$ cat config.mk
export PLATFORM = sky130hd
export DESIGN_NAME = bus_mux_arb
export DESIGN_NICKNAME = d
export VERILOG_FILES = /design/src/rtl/bus_mux_arb.sv
export SDC_FILE = /design/constraint.sdc
export NUM_CORES = 1
export LEC_CHECK = 0
export CORE_AREA = 3 3 66 68
export CTS_CLUSTER_SIZE = 12
export DETAILED_ROUTE_END_ITERATION = 6
export DIE_AREA = 0 0 69 71
export DONT_BUFFER_PORTS = 1
export HOLD_SLACK_MARGIN = 0.05
export PLACE_DENSITY = 0.67
export SLEW_MARGIN = 10
export SYNTH_ARGS = -nofsm -noshare
export SYNTH_HDL_FRONTEND = slang
export SYNTH_SLANG_ARGS = --single-unit
$ cat constraint.sdc
create_clock -name clk -period 2.8 [get_ports clk]
set_input_delay 0.56 -clock clk [delete_from_list [all_inputs] [get_ports clk]]
set_output_delay 0.56 -clock clk [all_outputs]
set_load 0.01 [all_outputs]
$ cat src/rtl/bus_mux_arb.sv
// Registered N-channel bus multiplexer with a built-in request/grant arbiter.
// Fixed-priority or round-robin selection, with an optional hold limit that forces hand-over.
module bus_mux_arb #(
    parameter int WIDTH    = 32,
    parameter int NCH      = 4,
    parameter int MODE     = 0,
    parameter int MAX_HOLD = 0,
    localparam int IW      = $clog2(NCH)
) (
    input  logic                 clk,
    input  logic                 reset,
    input  logic [NCH-1:0]       req,
    input  logic [NCH*WIDTH-1:0] d_in,
    output logic [NCH-1:0]       grant,
    output logic [IW-1:0]        grant_idx,
    output logic [WIDTH-1:0]     y,
    output logic                 y_valid
);

    localparam int HW = (MAX_HOLD > 0) ? $clog2(MAX_HOLD + 1) : 1;

    typedef enum logic {IDLE, BUSY} state_t;

    state_t           state, state_nxt;
    logic [NCH-1:0]   grant_nxt;
    logic [IW-1:0]    idx_nxt;
    logic [IW-1:0]    ptr, ptr_nxt;
    logic [HW-1:0]    hold, hold_nxt;
    logic [WIDTH-1:0] y_nxt;
    logic             y_valid_nxt;

    logic [NCH-1:0]   owner_mask;
    logic [NCH-1:0]   cand;
    logic [IW-1:0]    win;
    logic             win_ok;
    logic             others;
    logic             hold_hit;
    logic             release_o;
    logic             do_grant;

    // Search position for offset 'off'; round-robin starts at the pointer and wraps.
    function automatic logic [IW-1:0] search_pos(input logic [IW-1:0] base, input int off);
        int s;
        s = (MODE == 1) ? int'(base) + off : off;
        if (s >= NCH) s = s - NCH;
        return IW'(s);
    endfunction

    always_comb begin
        owner_mask = {{(NCH-1){1'b0}}, 1'b1} << grant_idx;
        others     = |(req & ~owner_mask);
        hold_hit   = (MAX_HOLD > 0) && (hold == HW'(MAX_HOLD));
        release_o  = !req[grant_idx] || (hold_hit && others);
        // While busy the current owner never takes part in re-arbitration.
        cand       = (state == BUSY) ? (req & ~owner_mask) : req;
    end

    always_comb begin
        win    = '0;
        win_ok = 1'b0;
        for (int i = 0; i < NCH; i++) begin
            if (!win_ok && cand[search_pos(ptr, i)]) begin
                win    = search_pos(ptr, i);
                win_ok = 1'b1;
            end
        end
    end

    always_comb begin
        state_nxt   = state;
        grant_nxt   = grant;
        idx_nxt     = grant_idx;
        ptr_nxt     = ptr;
        hold_nxt    = hold;
        y_nxt       = '0;
        y_valid_nxt = 1'b0;
        do_grant    = 1'b0;

        case (state)
            IDLE: begin
                do_grant = win_ok;
            end
            BUSY: begin
                if (!release_o) begin
                    y_nxt       = d_in[int'(grant_idx)*WIDTH +: WIDTH];
                    y_valid_nxt = 1'b1;
                    if (MAX_HOLD > 0 && hold != HW'(MAX_HOLD))
                        hold_nxt = hold + 1'b1;
                end else if (win_ok) begin
                    do_grant = 1'b1;
                end else begin
                    state_nxt = IDLE;
                    grant_nxt = '0;
                    idx_nxt   = '0;
                    hold_nxt  = '0;
                end
            end
            default: begin
                state_nxt = IDLE;
                grant_nxt = '0;
                idx_nxt   = '0;
            end
        endcase

        if (do_grant) begin
            state_nxt = BUSY;
            grant_nxt = {{(NCH-1){1'b0}}, 1'b1} << win;
            idx_nxt   = win;
            hold_nxt  = '0;
            if (MODE == 1)
                ptr_nxt = (win == IW'(NCH-1)) ? '0 : win + 1'b1;
        end
    end

    always_ff @(posedge clk) begin
        if (reset) begin
            state     <= IDLE;
            grant     <= '0;
            grant_idx <= '0;
            ptr       <= '0;
            hold      <= '0;
            y         <= '0;
            y_valid   <= 1'b0;
        end else begin
            state     <= state_nxt;
            grant     <= grant_nxt;
            grant_idx <= idx_nxt;
            ptr       <= ptr_nxt;
            hold      <= hold_nxt;
            y         <= y_nxt;
            y_valid   <= y_valid_nxt;
        end
    end

endmodule

# After elaboration in Yosys (flattened, before gate mapping)
# Index checks and enable logic that the tools add are counted.
# W data, S select, Z words.
# classes
n_addsub,0
mul,0
div,0
n_lt_le_gt_ge,1
n_eq_ne,2
n_shift,3
muxes,25
bitwise_logic,4
reduce_logical,10
# op_table
operator,count
$shiftx A128 B8 Y32,1
$mux W4,5
$mux W1,12
$mux W2,6
$shl A1 B2 Y4 const A,2
$and A4 B4 Y4,1
$not A4 Y4,1
$logic_and A1 B1 Y1,3
$logic_not A1 Y1,3
$lt A2 B3 Y1 const B,1
$reduce_and A3 Y1,1
$reduce_or A3 Y1,1
$bmux W1 S2,1
$ne A2 B1 Y1 const B,1
$ne A2 B2 Y1 const B,1
$not A1 Y1,2
$pmux W1 S2,1
$reduce_bool A2 Y1,1
$reduce_or A2 Y1,1
# word_totals
reg_bits,40
latch_bits,0
ramBits,0
rom_bits,0
in_bits,134
output_inout_bits,39
wordCells,50
n_memories,0

# Depth between registers and ports, before layout
# Gate-level depths: netlist of the first run.
# depth
depth_word,19
depth_mapped,6

# Least setup slack after synthesis of the first run
# No wires, ideal clock.
# synth_timing
path_kind,in2reg
start,in req[1]
end,reg grant_idx[0]
setup_time_ns,0.103
arrival_ns,1.596
required_ns,2.697
slack_ns,1.100
cell_stages,5
path_buffers,1
path_cell_list,clkbuf_2 > mux2i_1 > o22ai_2 > or2_1 > a2111oi_2
# synth_between
elab_chain_len,15
word_cells_on_any_way,23
cone_classes,eq/ne (2); mux (13); bitwise (1); reduce/logical (7)
# synth_rtl
element,line,text
start: declaration,12,"input logic [NCH-1:0] req,"
$and A4 B4 Y4,55,cand = (state == BUSY) ? (req & ~owner_mask) : req;
$mux W4,55,
$logic_and A1 B1 Y1,62,"if (!win_ok && cand[search_pos(ptr, i)]) begin"
$mux W1,62,
$logic_not A1 Y1,62,
$logic_and A1 B1 Y1,62,
$mux W1,62,
$logic_not A1 Y1,62,
$logic_and A1 B1 Y1,62,
$mux W1,62,
$mux W1,89,end else if (win_ok) begin
$mux W1,84,if (!release_o) begin
$pmux W1 S2,79,case (state)
"$ne A2 B2 Y1 (no line), or another cell as far along",-,
$reduce_and A3 Y1 (no line),-,
end signal: assignment,127,grant_idx <= idx_nxt;
end: declaration,15,"output logic [IW-1:0] grant_idx,"
# Several ways; a longest one is shown, not always the timed one. The select of a mux whose other input is x is not followed.
# A chain may end at the register's enable or synchronous reset.

# Final worst setup path of the first run
# layout_timing
start,reg grant_idx[0]
end,reg grant_idx[0]
# layout_between
elab_chain_len,19
word_cells_on_any_way,27
cone_classes,eq/ne (2); shift (1); mux (14); bitwise (2); reduce/logical (8)
# layout_rtl
element,line,text
$shl A1 B2 Y4,50,"owner_mask = {{(NCH-1){1'b0}}, 1'b1} << grant_idx;"
$not A4 Y4,55,
$and A4 B4 Y4,55,
$mux W4,55,
$mux W1,62,
$logic_not A1 Y1,62,
$logic_and A1 B1 Y1,62,
$mux W1,62,
(+3 left out),-,
$logic_not A1 Y1,62,
$logic_and A1 B1 Y1,62,
$mux W1,62,
$mux W1,89,
$mux W1,84,
$pmux W1 S2,79,
"$ne A2 B2 Y1 (no line), or another cell as far along",-,
$reduce_and A3 Y1 (no line),-,
# Several ways; a longest one is shown, not always the timed one. The select of a mux whose other input is x is not followed.

==> results.md, run 1 <==
* Outcome: completed
* Post-synthesis cell count at 166
* Top Ports at 173
* ANT cells at 0
* Final setup viols at 0
* Gpl congestion at 0.8515
* Mux cell area share after synthesis at 35.39%
* Largest net degree at the start of global routing at 27
* Hold depth at 1
* Std cell rows at 23
* Worst EP required at 2970 ps
* # DRC at 0
* Max-cap violations at 0
* Inserted Clock Buffers at 5
* GR Overflow Total at 0
* DR iter-0 viols at 76
* Critical Path Source Type: register
* Nets@finish at 298
* Hold Buf Count CTS at 0
* Fin. Hold Viols at 0
* Post CTS Setup Buffer Count at 0
* Register area share after synthesis at 37.19%
* PortBufs at 0
* Drt pass-1 iters at 4
* Synth Net Count at 300
* Routed WL per cell at 25.90 µm
* Core area at 3914 µm²
* Adder-cell share of the synthesized area at 0%
* Final min period at 1898 ps
* Leakage at 0.0007371 µW
* Die extent in y at 71 µm
* Largest family of logic cells by synthesized area: multiplexers
* Cell Pwr Density at 539.7 nW/µm²
* Area contributors post-synth: dfxtp_1 37%, mux4_2 33%, nor2b_1 9.6%, mux2i_1 1.4%, a221oi_4 1.2%
* Global-route usage over all layers at 22.08%
* Rel. slew slack at 63.08%
* Area leader, netlist: dfxtp_1
* Avg Inst Size Synth at 12.97 µm²
* Setup TNS at 0 ps
* Worst-path maximum fanout at 14
* Compound-Gate Fraction of Synth Area at 6.740%
* Combinational Power Share at 19.5%
* Die area at 4899 µm²
* #FFs+latches synth at 40
* Starting Density at 55.02%
* Layout cells sized above 1 at 32.32%
* Clock skew at 6.569 ps
* Pin slew with the least headroom to its limit at 553.8 ps
* RSZ-0062 raised after global routing: false
* TritonCTS sink count at 40
* Area of the mapped netlist at 2153 µm²
* IR Drop Worst-Case VDD at 0.0002953 V
* Critical path class: register to register
* Area occupied by multi-input gates at 1271 µm²
* Synth top area share at 37.19%
* Clock share of power at 28.7%
* Critical Path Sink Type: register
* Worst-Skew Late Latency at 280 ps
* Via-per-instance ratio at 6.617
* Area delta synth->final at 5.113%
* Die extent in x at 69 µm
* Part of the power in registers at 51.8%
* CTS max path bufs at 2
* Register Area at 803.3 µm²
* Worst-path clk slew at 70 ps
* CTS tree: yes
* FMAX at 526.9 MHz
* Slew Viols, Final at 0
* Drt total wl at 5542 µm
* Sw frac at 24.91%
* Root Buffer: clkbuf_8
* Fill count at 329
* XOR/XNOR Fraction of Synth Area at 0%
* Worst EP arrival at 2070 ps
* Synth warn at 0
* Antenna Nets Post-Route at 0
* FF-to-FF path depth at 5
* Hpwl dp at 4592 µm
* Cell variety after synth at 37
* First-pass GRT wire length at 8383 µm
* Inst Count DP at 207
* NetSw at 304.3 µW
* Initial antenna violation count at 0
* Period Utilization, post-route at 67.78%
* Final Non-Filler Cells at 214
* H-tree levels at 2
* Hold WC Path Type: input pin to register
* Routed via count at 1416
* Core Util, Final at 57.83%
* Pint at 917.2 µW
* Cts repair resizes at 0
* Synth Area in Simple Gates at 16.91%
* Vias in the first global route at 1516
[through the flow]
stage | setup slack (ps) | hold WS [ps] | total power (µW) | area (µm²)
after floorplan | 1100 | 494.1 | 859.7 | 2153
after global placement | 990.8 | 505.2 | 879.1 | 2186
after detailed placement | 904.7 | 517.8 | 887.2 | 2186
after CTS | 879.0 | 319.9 | 1239 | 2263
after global routing | 744.4 | 310.7 | 1284 | 2263
final | 902.1 | 333.4 | 1221 | 2263
[flip-flops by register name (all words and copies together), names as in the netlist]
register   cells
state          1
grant_idx      2
grant          4
y             32
y_valid        1
[path summary, 6_finish.rpt]
kind | startpoint | end | slack, ps
worst max-delay path | grant_idx[0]$_SDFFE_PP0P_ | grant_idx[0]$_SDFFE_PP0P_ | 900
worst min-delay path | reset | grant_idx[1]$_SDFFE_PP0P_ | 330
worst max register to register | grant_idx[0]$_SDFFE_PP0P_ | grant_idx[0]$_SDFFE_PP0P_ | 900
worst min register to register | grant[3]$_SDFFE_PP0P_ | grant[3]$_SDFFE_PP0P_ | 530
[synth_stat cells]
master,instances
nor2_1,5
buf_2,4
o21a_1,1
clkbuf_2,1
mux4_2,32
nand2b_1,3
nand4_1,1
buf_1,1
o2bb2ai_1,1
and3_1,1
a32oi_1,1
nor3b_2,1
nor4b_4,1
mux2_2,1
or2_2,1
a21oi_1,5
o21ai_0,5
nor4bb_1,1
a221oi_4,1
buf_6,1
buf_4,1
nand2_1,1
or2_1,1
o2111ai_1,1
dfxtp_1,40
nor3_2,1
o22ai_2,1
nor2b_1,33
o211ai_1,1
or3_1,2
inv_1,3
mux2i_1,3
a2111oi_2,1
nor3_1,1
or3b_1,1
and3b_1,1
clkbuf_1,6
[area by class of cell]
| class | instances | share of cell area, % |
|---|---|---|
| clock inverters | 1 | 0.2211 |
| well taps | 50 | 2.764 |
| clock buffers | 6 | 3.206 |
| repair buffers | 5 | 1.658 |
| inverters | 3 | 0.4975 |
| flip-flops and latches | 40 | 35.49 |
| multi-input cells | 109 | 56.16 |
[cells in the final DEF (no fill, tap or decap), drive strengths merged, types with 2 or more instances in the layout]
cell type	count
mux2i	3
nand2b	3
or3	2
inv	3
mux4	32
nor2b	33
nor3	2
clkbuf	6
a21oi	5
dfxtp	40
o21ai	5
buf	5
or2	2
nor2	5
[worst max-delay path: stages (launching register included)]
cell,delay (ps)
dfxtp_2,330
buf_4,260
mux2i_1,370
o22ai_2,200
or2_1,270
a2111oi_2,350
[power groups by stage]
stage	Combinational [µW]	Clock, µW	Sequential, µW
floorplan	222	0	637
global placement	233	0	646
detailed placement	240	0	647
CTS	242	364	634
global route	259	389	636
finish	238	351	633
[layer usage]
metal	wire [µm]	track usage, %	vias up
met5	0	0	-
met4	114	7.158	0
met3	611	9.517	13
met2	2974	39.09	108
met1	1840	23.81	673
li1	-	-	622
[cell families after synthesis]
logic type | after synthesis
and+or+nand+nor | 55
DFF | 40
buffers and inverters | 17
muxes | 36
AOI/OAI and AO/OA | 18
Power figures use the tool's default switching activity.
==> run 2: changes to the inputs <==
--- a/config.mk
+++ b/config.mk
@@ -5,13 +5,13 @@
 export SDC_FILE = /design/constraint.sdc
 export NUM_CORES = 1
 export LEC_CHECK = 0
-export CORE_AREA = 3 3 66 68
+export CORE_MARGIN = 3
+export CORE_UTILIZATION = 56
 export CTS_CLUSTER_SIZE = 12
 export DETAILED_ROUTE_END_ITERATION = 6
-export DIE_AREA = 0 0 69 71
 export DONT_BUFFER_PORTS = 1
 export HOLD_SLACK_MARGIN = 0.05
-export PLACE_DENSITY = 0.67
+export PLACE_DENSITY = 0.71
 export SLEW_MARGIN = 10
 export SYNTH_ARGS = -nofsm -noshare
 export SYNTH_HDL_FRONTEND = slang
==> constraint.sdc (replaced) <==
create_clock -name clk -period 1.5 [get_ports clk]
set_input_delay 0.3 -clock clk [delete_from_list [all_inputs] [get_ports clk]]
set_output_delay 0.3 -clock clk [all_outputs]
set_load 0.01 [all_outputs]
==> results.md, run 2 (synthesis results as in run 1) <==
* Die area at 4625 µm² (-5.6%)
* Critical Path Source Type: register
* PortBufs at 0 (unchanged)
* CTS tree: yes
* Max-cap violations at 0 (unchanged)
* Total power at 2401 µW (+97%)
* Critical path class: register to register
* Routed via count at 1464 (+3.4%)
* Worst EP required at 1720 ps (-1250 ps)
* IR Drop Worst-Case VDD at 0.0005999 V (+100%)
* Leakage at 0.0008423 µW (+14%)
* Critical Path Sink Type: register
* Worst EP arrival at 1770 ps (-300 ps)
* Worst-Skew Late Latency at 280 ps (about the same)
* CTS max path bufs at 2 (unchanged)
* Die extent in y at 68.01 µm (-4.2%)
* Global-route usage over all layers at 25.90% (+3.8 points)
* Cell Pwr Density at 962.3 nW/µm² (+78%)
* Drt total wl at 6260 µm (+13%)
* # DRC at 0 (unchanged)
* Layout cells sized above 1 at 40.57% (+8.3 points)
* Worst slack, placed at -220.6 ps (-1125 ps)
* Hpwl dp at 5067 µm (+10%)
* First-pass GRT wire length at 8390 µm (about the same)
* Via-per-instance ratio at 6.624 (+0.12%)
* Area delta synth->final at 15.86%
* Outcome: finished, violations left
* Pin slew with the least headroom to its limit at 361.3 ps (-192.5 ps)
* FMAX at 642.8 MHz (+22%)
* Worst-path maximum fanout at 6 (-8)
* Final setup viols at 2 (+2)
* ANT cells at 0 (unchanged)
* Hold slack at 73.37 ps (-260.0 ps)
* Period Utilization, post-route at 103.7% (+36 points)
* Slew Viols, Final at 0 (unchanged)
* Largest register FFs at 32 (unchanged)
* Hold Buf Count CTS at 0 (unchanged)
* TritonCTS sink count at 40 (unchanged)
* Failing checks: setup timing
* DR iter-0 viols at 45 (-41%)
* Worst-path clk slew at 70 ps (about the same)
* Largest regs: y: 32 flops, grant: 4 flops, grant_idx: 2 flops
* Most frequent cells in the layout: 37 x dfxtp_1, 32 x mux4_2, 32 x nor2b_1
* Std cell rows at 21 (-8.7%)
* Fin. Hold Viols at 0 (unchanged)
* Gpl congestion at 0.8127 (-4.6%)
* Starting Density at 61.16% (+6.1 points)
* GR Overflow Total at 0 (unchanged)
* Largest net degree at the start of global routing at 22 (-19%)
* Routed WL per cell at 28.33 µm (+9.4%)
* Drt pass-1 iters at 4 (unchanged)
* Rel. slew slack at 75.78% (+13 points)
* Antenna Nets Post-Route at 0 (unchanged)
* Die extent in x at 68.01 µm (-1.4%)
* Root Buffer: clkbuf_8
* H-tree levels at 2 (unchanged)
* Core area at 3521 µm² (-10%)
* Leading cell type in the layout, fill and taps excluded: dfxtp_1
* Clock skew at 5.106 ps (-1.463 ps)
* Worst setup margin at -55.79 ps (-957.9 ps)
* Top Ports at 173 (unchanged)
* Nets@finish at 309 (+3.7%)
* Final min period at 1556 ps (-342.1 ps)
* Hold WC Path Type: input pin to register
* Most flop-heavy register: y
* Initial antenna violation count at 0 (unchanged)
* Inserted Clock Buffers at 5 (unchanged)
* RSZ-0062 raised after global routing: true
* Vias in the first global route at 1526 (+0.66%)
-- run 2: cell types whose count changed in the layout (fill, tap and decap cells not counted), moves of 2 or more --
cell | previous run | this run
buf_4 | 5 | 9
buf_12 | 0 | 3
mux2i_1 | 3 | 0
buf_6 | 0 | 2
dfxtp_4 | 0 | 2
mux2i_4 | 0 | 2
-- run 2: critical path, cell delays in order, from the launching register on --
cell and delay (ps):
dfxtp_4 400, buf_6 130, nor4b_4 250, a221oi_4 140, or3b_1 410, a21oi_1 140
-- run 2: area by class of cell --
cell class | count | area, µm²
repair buffers | 16 | 190.2
clock inverters | 1 | 5.005
fillers | 236 | 1026
inverters | 3 | 11.26
well taps | 46 | 57.56
multi-input cells | 109 | 1349
clock buffers | 6 | 72.57
flip-flops and latches | 40 | 809.5
-- run 2: metrics by stage --
step / instance area, µm² / cells / TNS [ps] / utilization (%)
5_1_grt: 2495 / 221 / -453.1 / 70.86
4_1_cts: 2392 / 217 / -182.2 / 67.95
2_1_floorplan: 2167 / 166 / -339.7 / -
3_5_place_dp: 2250 / 210 / -2510 / 63.89
3_3_place_gp: 2250 / 210 / -1158 / 63.89
6_report: 2495 / 221 / -90.68 / 70.86
-- run 2: path summary, 6_finish.rpt --
check | startpoint | slack [ps] | depth (start not counted) | end
worst max-delay path | grant_idx[0]$_SDFFE_PP0P_ | -60 | 5 | grant[3]$_SDFFE_PP0P_
worst max register to register | grant_idx[0]$_SDFFE_PP0P_ | -60 | 5 | grant[3]$_SDFFE_PP0P_
worst min register to register | grant[3]$_SDFFE_PP0P_ | 540 | 2 | grant[3]$_SDFFE_PP0P_
worst min-delay path | reset | 70 | 1 | grant_idx[1]$_SDFFE_PP0P_
-- run 2: what timing repair did --
item,4_1_cts,5_1_grt
pin swaps,3,6
setup buffers,0,3
gates cloned,0,1
endpoints found under the setup margin,37,25
gates resized for setup,12,10
-- run 2: power by group --
part           internal [µW]  switching, µW
Combinational            372            198
Sequential              1120           68.5
Clock                    316            329
-- run 2: per-layer routing --
metal	vias up	share of wire (%)	track usage, %
li1	644	-	-
met1	694	31	26.45
met2	117	55	47.53
met3	9	12	9.852
met4	0	1.5	9.429
met5	-	0	0
